File: src/rtl/seadd_pkg.sv
// Shared types and constants for the serial adder and its operand serializer.
package seadd_pkg;

   localparam int SEADD_WIDTH = 4;

   typedef enum logic [1:0] {
      ST_IDLE  = 2'd0,
      ST_CLR   = 2'd1,
      ST_SHIFT = 2'd2,
      ST_DONE  = 2'd3
   } state_t;

   // Counter width for a down-counter holding values up to width-1; never narrower than one bit.
   function automatic int CNT_W(input int width);
      return (width > 1) ? $clog2(width) : 1;
   endfunction

endpackage

File: src/rtl/seadd_piso.sv
// Parallel-in/serial-out shift register, LSB presented first on dout.
module seadd_piso
   import seadd_pkg::*;
#(
   parameter int WIDTH = SEADD_WIDTH
) (
   input  logic             clk,
   input  logic             rst,
   input  logic             load,
   input  logic             shift,
   input  logic [WIDTH-1:0] din,
   output logic             dout
);

   logic [WIDTH-1:0] sr;

   // NOTE: sequential state is assigned with <= so every register samples pre-edge values.
   always_ff @(posedge clk or negedge rst) begin
      if (!rst)
         sr <= '0;
      else if (load)
         sr <= din;
      else if (shift)
         sr <= {1'b0, sr[WIDTH-1:1]};
   end

   assign dout = sr[0];

endmodule

File: src/rtl/seadd_tx.sv
// Operand serializer: accepts an operand pair, clears the serial adder, then shifts both operands out LSB-first.
module seadd_tx
   import seadd_pkg::*;
#(
   parameter int WIDTH      = SEADD_WIDTH,
   parameter int CLR_CYCLES = 1
) (
   input  logic             clk,
   input  logic             rst,
   input  logic             in_valid,
   output logic             in_ready,
   input  logic [WIDTH-1:0] op_a,
   input  logic [WIDTH-1:0] op_b,
   output logic             ser_clr,
   output logic             ser_a,
   output logic             ser_b,
   output logic             ser_valid,
   output logic             busy,
   output logic             done
);

   localparam int CW = CNT_W(WIDTH);
   localparam int KW = CNT_W(CLR_CYCLES);

   state_t          state, state_n;
   logic [CW-1:0]   cnt, cnt_n;
   logic [KW-1:0]   clr_cnt, clr_cnt_n;
   logic            load, shift, accept;
   logic            a_bit, b_bit;
   logic            in_ready_n, ser_clr_n, ser_a_n, ser_b_n, ser_valid_n, busy_n, done_n;

   seadd_piso #(.WIDTH(WIDTH)) u_piso_a (
      .clk   (clk),
      .rst   (rst),
      .load  (load),
      .shift (shift),
      .din   (op_a),
      .dout  (a_bit)
   );

   seadd_piso #(.WIDTH(WIDTH)) u_piso_b (
      .clk   (clk),
      .rst   (rst),
      .load  (load),
      .shift (shift),
      .din   (op_b),
      .dout  (b_bit)
   );

   assign accept = in_valid & in_ready;

   // NOTE: every signal written here is defaulted first, so no path leaves one unassigned (no latch).
   always_comb begin
      state_n     = state;
      cnt_n       = cnt;
      clr_cnt_n   = clr_cnt;
      load        = 1'b0;
      shift       = 1'b0;
      in_ready_n  = 1'b0;
      ser_clr_n   = 1'b0;
      ser_a_n     = 1'b0;
      ser_b_n     = 1'b0;
      ser_valid_n = 1'b0;
      busy_n      = 1'b0;
      done_n      = 1'b0;

      case (state)
         ST_IDLE, ST_DONE: begin
            if (accept) begin
               state_n   = ST_CLR;
               load      = 1'b1;
               cnt_n     = CW'(WIDTH - 1);
               clr_cnt_n = KW'(CLR_CYCLES - 1);
               ser_clr_n = 1'b1;
               busy_n    = 1'b1;
            end else begin
               state_n    = ST_IDLE;
               in_ready_n = 1'b1;
            end
         end

         ST_CLR: begin
            busy_n = 1'b1;
            if (clr_cnt == '0) begin
               // Bit 0 leaves the shift registers on the same edge that drops the clear.
               state_n     = ST_SHIFT;
               shift       = 1'b1;
               ser_a_n     = a_bit;
               ser_b_n     = b_bit;
               ser_valid_n = 1'b1;
            end else begin
               clr_cnt_n = clr_cnt - 1'b1;
               ser_clr_n = 1'b1;
            end
         end

         ST_SHIFT: begin
            if (cnt == '0) begin
               state_n    = ST_DONE;
               done_n     = 1'b1;
               in_ready_n = 1'b1;
            end else begin
               shift       = 1'b1;
               cnt_n       = cnt - 1'b1;
               ser_a_n     = a_bit;
               ser_b_n     = b_bit;
               ser_valid_n = 1'b1;
               busy_n      = 1'b1;
            end
         end

         default: state_n = ST_IDLE;
      endcase
   end

   always_ff @(posedge clk or negedge rst) begin
      if (!rst) begin
         state     <= ST_IDLE;
         cnt       <= '0;
         clr_cnt   <= '0;
         in_ready  <= 1'b0;
         ser_clr   <= 1'b0;
         ser_a     <= 1'b0;
         ser_b     <= 1'b0;
         ser_valid <= 1'b0;
         busy      <= 1'b0;
         done      <= 1'b0;
      end else begin
         state     <= state_n;
         cnt       <= cnt_n;
         clr_cnt   <= clr_cnt_n;
         in_ready  <= in_ready_n;
         ser_clr   <= ser_clr_n;
         ser_a     <= ser_a_n;
         ser_b     <= ser_b_n;
         ser_valid <= ser_valid_n;
         busy      <= busy_n;
         done      <= done_n;
      end
   end

endmodule

File: config.mk
export PLATFORM = sky130hd
export DESIGN_NAME = seadd_tx
export DESIGN_NICKNAME = d
export VERILOG_FILES = /design/src/rtl/seadd_pkg.sv /design/src/rtl/seadd_piso.sv /design/src/rtl/seadd_tx.sv
export SDC_FILE = /design/constraint.sdc
export NUM_CORES = 1
export LEC_CHECK = 0
export ABC_AREA = 1
export BUFFER_PORTS_ARGS = -buffer_cell sky130_fd_sc_hd__buf_2
export CORE_UTILIZATION = 50
export DETAILED_ROUTE_END_ITERATION = 10
export HOLD_SLACK_MARGIN = 0.08
export PLACE_DENSITY_LB_ADDON = 0.12
export SYNTH_ARGS = -nofsm -noshare
export SYNTH_HDL_FRONTEND = slang
export SYNTH_SLANG_ARGS = --single-unit
File: constraint.sdc
create_clock -name clk -period 3.85 [get_ports clk]
set_clock_uncertainty 0.1 [all_clocks]
set_input_delay 0.385 -clock clk [delete_from_list [all_inputs] [get_ports clk]]
set_output_delay 0.385 -clock clk [all_outputs]
set_load 0.05 [all_outputs]
==> run metrics, run 1 <==
total negative setup slack=0 ns; startpoint type of the worst setup path=register; grt total ovfl=0; Die Height=45.7 µm; Sw Pwr=444 µW; reg-to-reg slack, setup=2.06 ns; Hold Crit Depth=3; vias in the first global route=646; clock latency on the worst-skew pair=0.30 ns; core area=1760 µm²; CP arrival=1.89 ns; Post-CTS Setup Bufs=0; hold_ws=0.169 ns; area of the multi-input gates=399 µm²; clock share of power=11.5%; clk slew on worst S/H paths=0.11 ns; Max-Slew Margin vs Limit=71.8%; HP Class=input port to register; critical path peak fanout=17; final HPWL from detailed placement=1170 µm; Antenna Violating Nets Remaining=0; Fillers=173; Final nets=144; largest net degree at the start of global routing=20; die area=2090 µm²; DRC errors left=0; post-synth top area cell=dfrtp_1; hold worst-path end=u_piso_a.sr[3]; Slew @ Worst Pin=0.423 ns; peak supply drop=0.537 mV; WP depth=7; Final Setup Violations=0; initial core utilization=54.0%; PortBufs=17; Netlist Area Pre-Place=953 µm²; # rows=15; layout cell share with drive strength beyond 1=22.0%; Initial DRC Count=23; initial antenna violation count=0; Max Cap Viol=0; Post-CTS Resized=0; Unique masters post-synth=15; RR Startpoint=state[0]; Routed Wire Length=1690 µm; PD cells=840 nW/µm²; synth cell count leaders=nand2_1, dfrtp_1, nand3_1, inv_1, nand4_1; register cell area after layout=475 µm²; Comb pwr share=53.1%; first-pass GRT wire length=2770 µm; switching share of power=49.4%; post-synthesis register bit count=19; vias=751; synthesis-to-layout area growth=12.2%; io pins=18; WP buf/inv=1; Post-Synthesis Cells=109; CTS buffer count=3; Final Hold Fails=0; dominant synthesized flop cell=dfrtp_1; Crit. End Element=register; min-delay src=op_a[3]; Synth area leaders=dfrtp_1, nand2_1, ha_1, nand3_1, nand4_1; Initial DRT Pass Iterations=4; critical-path cell with the highest stage delay=ha_1; most used cell, CP=nand2_1; Root Driver=clkbuf_4; Worst Path Class, Setup=register to register; Worst Reg2Reg Path Length in Cells=7; vias per cell=4.94; Final Max Slew Viols=0; period utilization=46.4%; minimum clock period after layout=1.79 ns; Mean Syn Cell Area=8.75 µm²; Worst Path Required=3.95 ns; fmax=560 MHz; n_diodes=0; r2r endpoint=cnt[1]; Max clock buf depth=2; most frequent cell after synthesis=nand2_1; slowest stage delay, CP=0.52 ns; H-tree depth=1; worst path cell trace=inv_1 > ha_1 > nand3_4 > nand2_2 > nand2_1 > nand2_1 > nand2_1; Hold Buf Count CTS=1; ys async rst share=100%; EDFF count, synth=0; CTS sink count=19; Internal=455 µW; RePlAce Congestion=0.782; unrepaired setup endpoints after global routing=no; Reg power frac=35.4%; sequential share of the synthesized area=49.9%; total number of yosys warnings=0; CP top delay family=simple AND/OR/NAND/NOR gates; Synth Net Count=125; outcome=complete, no violations; GRT Total Usage=19.4%; drt wl/cell=11.1 µm; leakage=0.000627 µW; CTS tree=done; Die W=45.7 µm; post-synth top area share=49.9%
## area by class of cell
class,instances,area share (%)
flip-flops and latches,19,44.4
multi-input cells,75,37.3
repair buffers,18,8.89
inverters,11,3.86
well taps,25,2.92
clock buffers,3,2.11
clock inverters,1,0.468
## worst max-delay path by stage
stage | start | to | slack [ns]
2_1_floorplan | in_ready | u_piso_a.sr[0] | 2.33
3_3_place_gp | state[0] | cnt[0] | 2.12
3_5_place_dp | state[0] | cnt[1] | 2.08
4_1_cts | state[0] | cnt[1] | 2.06
5_1_grt | state[0] | cnt[0] | 1.89
6_report | state[0] | cnt[1] | 2.06
## flip-flops by register name (all words and copies together), names as in the netlist
register,flops
u_piso_b.sr,4
ser_a,1
cnt,2
ser_valid,1
busy,1
in_ready,1
done,1
ser_clr,1
state,2
u_piso_a.sr,4
ser_b,1
## worst reg2reg max path, stage by stage (launching register included)
cell     delay [ns]
dfrtp_1        0.36
inv_1          0.07
ha_1           0.52
nand3_4        0.29
nand2_2        0.18
nand2_1        0.08
nand2_1        0.06
nand2_1        0.04
## kinds of logic (layout without fill, tap and decap cells)
| kind of cell | count (synthesis) | in the layout | share of synthesized area (%) |
|---|---|---|---|
| AND/OR/NAND/NOR | 66 | 66 | 33.2 |
| buffers and inverters | 15 | 33 | 8.27 |
| AO/OA/AOI/OAI | 4 | 4 | 2.10 |
| adder cells (fa/ha/maj) | 5 | 5 | 6.56 |
| flip-flops | 19 | 19 | 49.9 |
## placed cells by master (no fill, tap or decap), drive strengths merged
cell	synthesis	layout
clkbuf	0	3
dlygate4sd3	0	1
nand3	11	11
buf	4	17
dfrtp	19	19
ha	5	5
o21ai	2	2
clkinv	0	1
a21oi	2	2
nand4	6	6
nor3b	2	2
inv	11	11
nand2	47	47
## metrics by stage
stage | util, % | power, µW | setup slack (ns) | area (µm²) | instances
final | 60.6 | 899 | 2.06 | 1070 | 152
after global routing | 60.6 | 977 | 1.89 | 1070 | 152
after CTS | 60.6 | 904 | 2.06 | 1070 | 152
after detailed placement | 58.5 | 799 | 2.08 | 1030 | 147
after global placement | 58.5 | 785 | 2.12 | 1030 | 147
after floorplan | - | 724 | 2.33 | 953 | 109
## routing by layer
layer | part of all wire [%] | vias up | routed length, µm | global-route usage [%]
met3 | 4.9 | 4 | 82 | 4.76
met4 | 2.0 | 0 | 33 | 10.3
li1 | - | 383 | - | -
met1 | 47 | 337 | 799 | 26.6
met2 | 46 | 27 | 773 | 28.0
met5 | 0 | - | 0 | 0
## power groups by stage
stage                     Combinational, µW  Clock (µW)  Sequential [µW]
after floorplan                         342           0              382
after global placement                  466           0              320
after detailed placement                477           0              322
after CTS                               481         106              317
after global routing                    539         112              327
final                                   477         103              318
Power figures use the tool's default switching activity.
==> run 2, diff against run 1 <==
- clock period: 3.85 -> 1.86 ns (I/O delays scaled with it)
==> run 2 against run 1 <==
  * Global-route usage increased by 0.49 points
  * Largest cell class unchanged
  * Critical endpoint is now cnt[0]
  * Sequential power increased by 110%
  * Clock power increased by 100%
  * Largest power group unchanged
  * Non-clock buffer count increased by 3
  * Hold slack got worse by 0.054 ns
  * Highest routed layer unchanged
  * Register-to-register slack got worse by 1.9 ns
==> run metrics, run 2 (synthesis results as in run 1) <==
outcome=complete, no violations; Antenna Violating Nets Remaining=0; period utilization=91.4%; minimum clock period after layout=1.70 ns; Crit. End Element=register; global routing's busiest layer=met2; fmax=588 MHz; H-tree depth=1; CP arrival=1.80 ns; die area=2090 µm²; initial antenna violation count=0; # rows=15; vias=760; DRC errors left=0; synthesis-to-layout area growth=15.0%; unrepaired setup endpoints after global routing=no; CTS sink count=19; PD cells=1740 nW/µm²; Post-CTS Resized=0; leakage=0.000637 µW; biggest regs=u_piso_a.sr x4, u_piso_b.sr x4; final HPWL from detailed placement=1300 µm; met3 usage=5.16%; clock latency on the worst-skew pair=0.30 ns; total negative setup slack=0 ns; largest net degree at the start of global routing=20; Global Route met2 Usage=33.4%; Max clock buf depth=2; pre-CTS setup slack=0.201 ns; PortBufs=17; peak supply drop=0.975 mV; drt wl/cell=11.5 µm; Sw Pwr=938 µW; Placed Area=1040 µm²; grt total ovfl=0; Comb pwr share=54.7%; Final Setup Violations=0; post-placement cell count=148; commonest non-fill, non-tap cell in the layout=nand2_1; layout cell share with drive strength beyond 1=21.5%; vias per cell=4.90; Routed Wire Length=1790 µm; commonest non-fill, non-tap cells in the layout=nand2_1, dfrtp_1, buf_2; non-filler cells in the finished layout=155; first-pass GRT wire length=2830 µm; clock share of power=10.9%; Root Driver=clkbuf_4; Initial DRT Pass Iterations=4; Final Hold Fails=0; Worst Path Required=1.96 ns; critical path peak fanout=17; HP Class=input port to register; Final nets=147; n_diodes=0; initial core utilization=54.0%; Internal=972 µW; startpoint type of the worst setup path=register; CTS buffer count=3; CTS tree=done; met1 usage=21.9%; Reg power frac=34.4%; core area=1760 µm²; switching share of power=49.1%; Die W=45.7 µm; GRT Total Usage=19.8%; Die Height=45.7 µm; Slew @ Worst Pin=0.424 ns; Max Cap Viol=0; Final Max Slew Viols=0; Initial DRC Count=23; clk slew on worst S/H paths=0.10 ns; Max-Slew Margin vs Limit=71.7%; finished layout cell area=1100 µm²; Final Worst Setup Slack=0.160 ns; Worst Path Class, Setup=register to register; vias in the first global route=719; hold_ws=0.116 ns; RePlAce Congestion=0.758; io pins=18
## run 2: final timing paths
kind                       depth (start not counted)     start              to  slack (ns)
setup / recovery                                   7  state[0]          cnt[0]        0.16
hold / removal                                     5   op_a[0]  u_piso_a.sr[0]        0.12
setup reg to reg                                   7  state[0]          cnt[0]        0.16
hold reg to reg                                    2    cnt[1]          cnt[1]        0.38
max in group asynchronous                          2       rst        state[1]        1.10
min in group asynchronous                          2       rst          cnt[1]        0.26
## run 2: power by group through the flow
stage,sequential [µW],clock (µW),combinational (µW)
floorplan,791,0,709
global placement,662,0,996
detailed placement,666,0,1040
CTS,657,211,1050
global route,677,227,1160
finish,657,207,1050
## run 2: stage by stage
stage,total power [µW],util [%]
floorplan,1500,-
global placement,1660,58.9
detailed placement,1700,58.9
CTS,1910,62.1
global route,2070,62.1
finish,1910,62.1
## run 2: cell type report
| cell class | instances | area [µm²] |
|---|---|---|
| fill | 158 | 668 |
| multi-input combinational | 75 | 399 |
| inverter | 11 | 41.3 |
| sequential | 19 | 475 |
| clock buffer | 4 | 26.3 |
| timing repair buffer | 21 | 123 |
| tap | 25 | 31.3 |
## run 2: repair_timing
action | 4_1_cts | 5_1_grt
endpoints found under the hold margin | 21 | 0
hold buffers | 3 | 0
setup buffers | 0 | 0
## run 2: layer usage
layer  up-vias  share of wire (%)
li1        390                  -
met1       340                 47
met2        26                 46
met3         4                5.1
met4         0                1.6
met5         -                  0
## run 2: critical path: stages (launching register included)
cell     delay (ns)
dfrtp_1        0.36
inv_1          0.07
ha_1           0.45
nand3_4        0.26
nand2_2        0.17
nand2_1        0.08
nand2_1        0.06
nand2_1        0.05
==> run 3, diff against run 2 <==
- CORE_UTILIZATION: 50 -> 47
- clock period: 1.86 -> 1.4 ns (I/O delays scaled with it)
==> run 3 against run 2 <==
  * The run now ends with setup timing left
  * Non-clock buffer count is 15 higher
  * Count of clock-buffer cells in the layout is 1 lower
  * Hold slack worse by 0.025 ns
  * Sequential power is 30% higher
  * Die area is 6.1% higher
  * Critical path type unchanged
  * Critical endpoint is now cnt[1]
  * Largest cell class unchanged
  * Highest routed layer unchanged
==> run metrics, run 3 (synthesis results as in run 1) <==
outcome=finished, violations left; violated checks=setup timing; Max clock buf depth=2; layout cell share with drive strength beyond 1=35.4%; n_diodes=0; die area=2210 µm²; vias=850; CTS buffer count=3; first-pass GRT wire length=3460 µm; vias in the first global route=776; Final Hold Fails=0; hold worst-path end=u_piso_a.sr[1]; largest net degree at the start of global routing=20; grt total ovfl=0; HP Class=input port to register; initial core utilization=52.4%; core area=1820 µm²; RePlAce Congestion=0.786; RR Startpoint=state[1]; CTS sink count=19; Worst Reg2Reg Path Length in Cells=6; initial antenna violation count=0; r2r endpoint=cnt[1]; commonest non-fill, non-tap cell in the layout=nand2_1; period utilization=100%; Worst Path Class, Setup=register to register; Routed Wire Length=2070 µm; peak supply drop=1.82 mV; PD cells=2340 nW/µm²; fmax=714 MHz; unrepaired setup endpoints after global routing=yes; Max Cap Viol=0; Root Driver=clkbuf_4; drt wl/cell=12.0 µm; commonest non-fill, non-tap cells in the layout=nand2_1, dfrtp_1, buf_2; Antenna Violating Nets Remaining=0; vias per cell=4.94; min-delay src=op_a[1]; synthesis-to-layout area growth=33.7%; post-layout util=70.0%; CP startpoint=state[1]; Initial DRC Count=24; leakage=0.000709 µW; final HPWL from detailed placement=1370 µm; total power=2980 µW; Die W=47.0 µm; pre-CTS setup slack=-0.0716 ns; Crit. End Element=register; CP arrival=1.50 ns; Die Height=47.0 µm; biggest regs=u_piso_a.sr x4, u_piso_b.sr x4; Max-Slew Margin vs Limit=71.8%; clock latency on the worst-skew pair=0.30 ns; hold_ws=0.0906 ns; Final Setup Violations=2; GRT Total Usage=23.5%; H-tree depth=1; # rows=15; Hold Crit Depth=5; critical path peak fanout=8; reg-to-reg slack, setup=-0.001 ns; Slew @ Worst Pin=0.422 ns; Final Worst Setup Slack=-0.00144 ns; Initial DRT Pass Iterations=4; clk slew on worst S/H paths=0.11 ns; minimum clock period after layout=1.40 ns; Final nets=164; Worst Path Required=1.50 ns; io pins=18; startpoint type of the worst setup path=register; CTS tree=done; Final Max Slew Viols=0; DRC errors left=0; PortBufs=17
run 3: worst max path at each step:
| stage | slack, ns | depth (start not counted) | end |
|---|---|---|---|
| floorplan | 0.002 | 9 | cnt[0] |
| global placement | -0.01 | 6 | cnt[0] |
| detailed placement | -0.07 | 6 | cnt[1] |
| CTS | 0.004 | 6 | cnt[1] |
| global route | -0.07 | 6 | cnt[0] |
| finish | -0.001 | 6 | cnt[1] |
run 3: cell type report:
| class | instances | area, µm² |
|---|---|---|
| Tap cell | 25 | 31.3 |
| Clock inverter | 1 | 5.00 |
| Clock buffer | 3 | 22.5 |
| Timing Repair Buffer | 36 | 245 |
| Sequential cell | 19 | 477 |
| Inverter | 11 | 43.8 |
| Multi-Input combinational cell | 77 | 450 |
| Fill cell | 152 | 546 |
run 3: per-stage QoR:
stage | setup TNS, ns | cell area [µm²] | instances
after floorplan | 0 | 967 | 109
after global placement | -0.0191 | 1100 | 154
after detailed placement | -0.207 | 1100 | 154
after CTS | 0 | 1220 | 167
after global routing | -0.609 | 1270 | 172
final | -0.00259 | 1270 | 172
run 3: what timing repair did:
| action | CTS | global route |
|---|---|---|
| buffers inserted | 2 | 4 |
| hold endpoints to repair | 23 | 1 |
| gates resized for setup | 3 | 7 |
| hold buffers | 5 | 1 |
| gates cloned | 2 | 0 |
| pin swaps | 1 | 4 |
| setup endpoints to repair | 7 | 12 |
run 3: power by group:
part / internal [µW] / total, µW / switching [µW]
registers: 752 / 856 / 105
logic: 711 / 1840 / 1130
clock network: 106 / 283 / 177
total: 1570 / 2980 / 1410
run 3: layer usage:
metal	routed length [µm]	up-vias	global-route usage, %
met2	995	25	37.8
met3	85	4	3.46
met1	949	393	31.5
li1	-	428	-
met5	0	-	0
met4	36	0	10.3
run 3: critical path: stages (launching register included):
cell,delay (ns)
dfrtp_1,0.44
ha_4,0.34
nand3_4,0.14
nand2_4,0.12
nand2_2,0.06
nand2_1,0.07
nand2_1,0.04
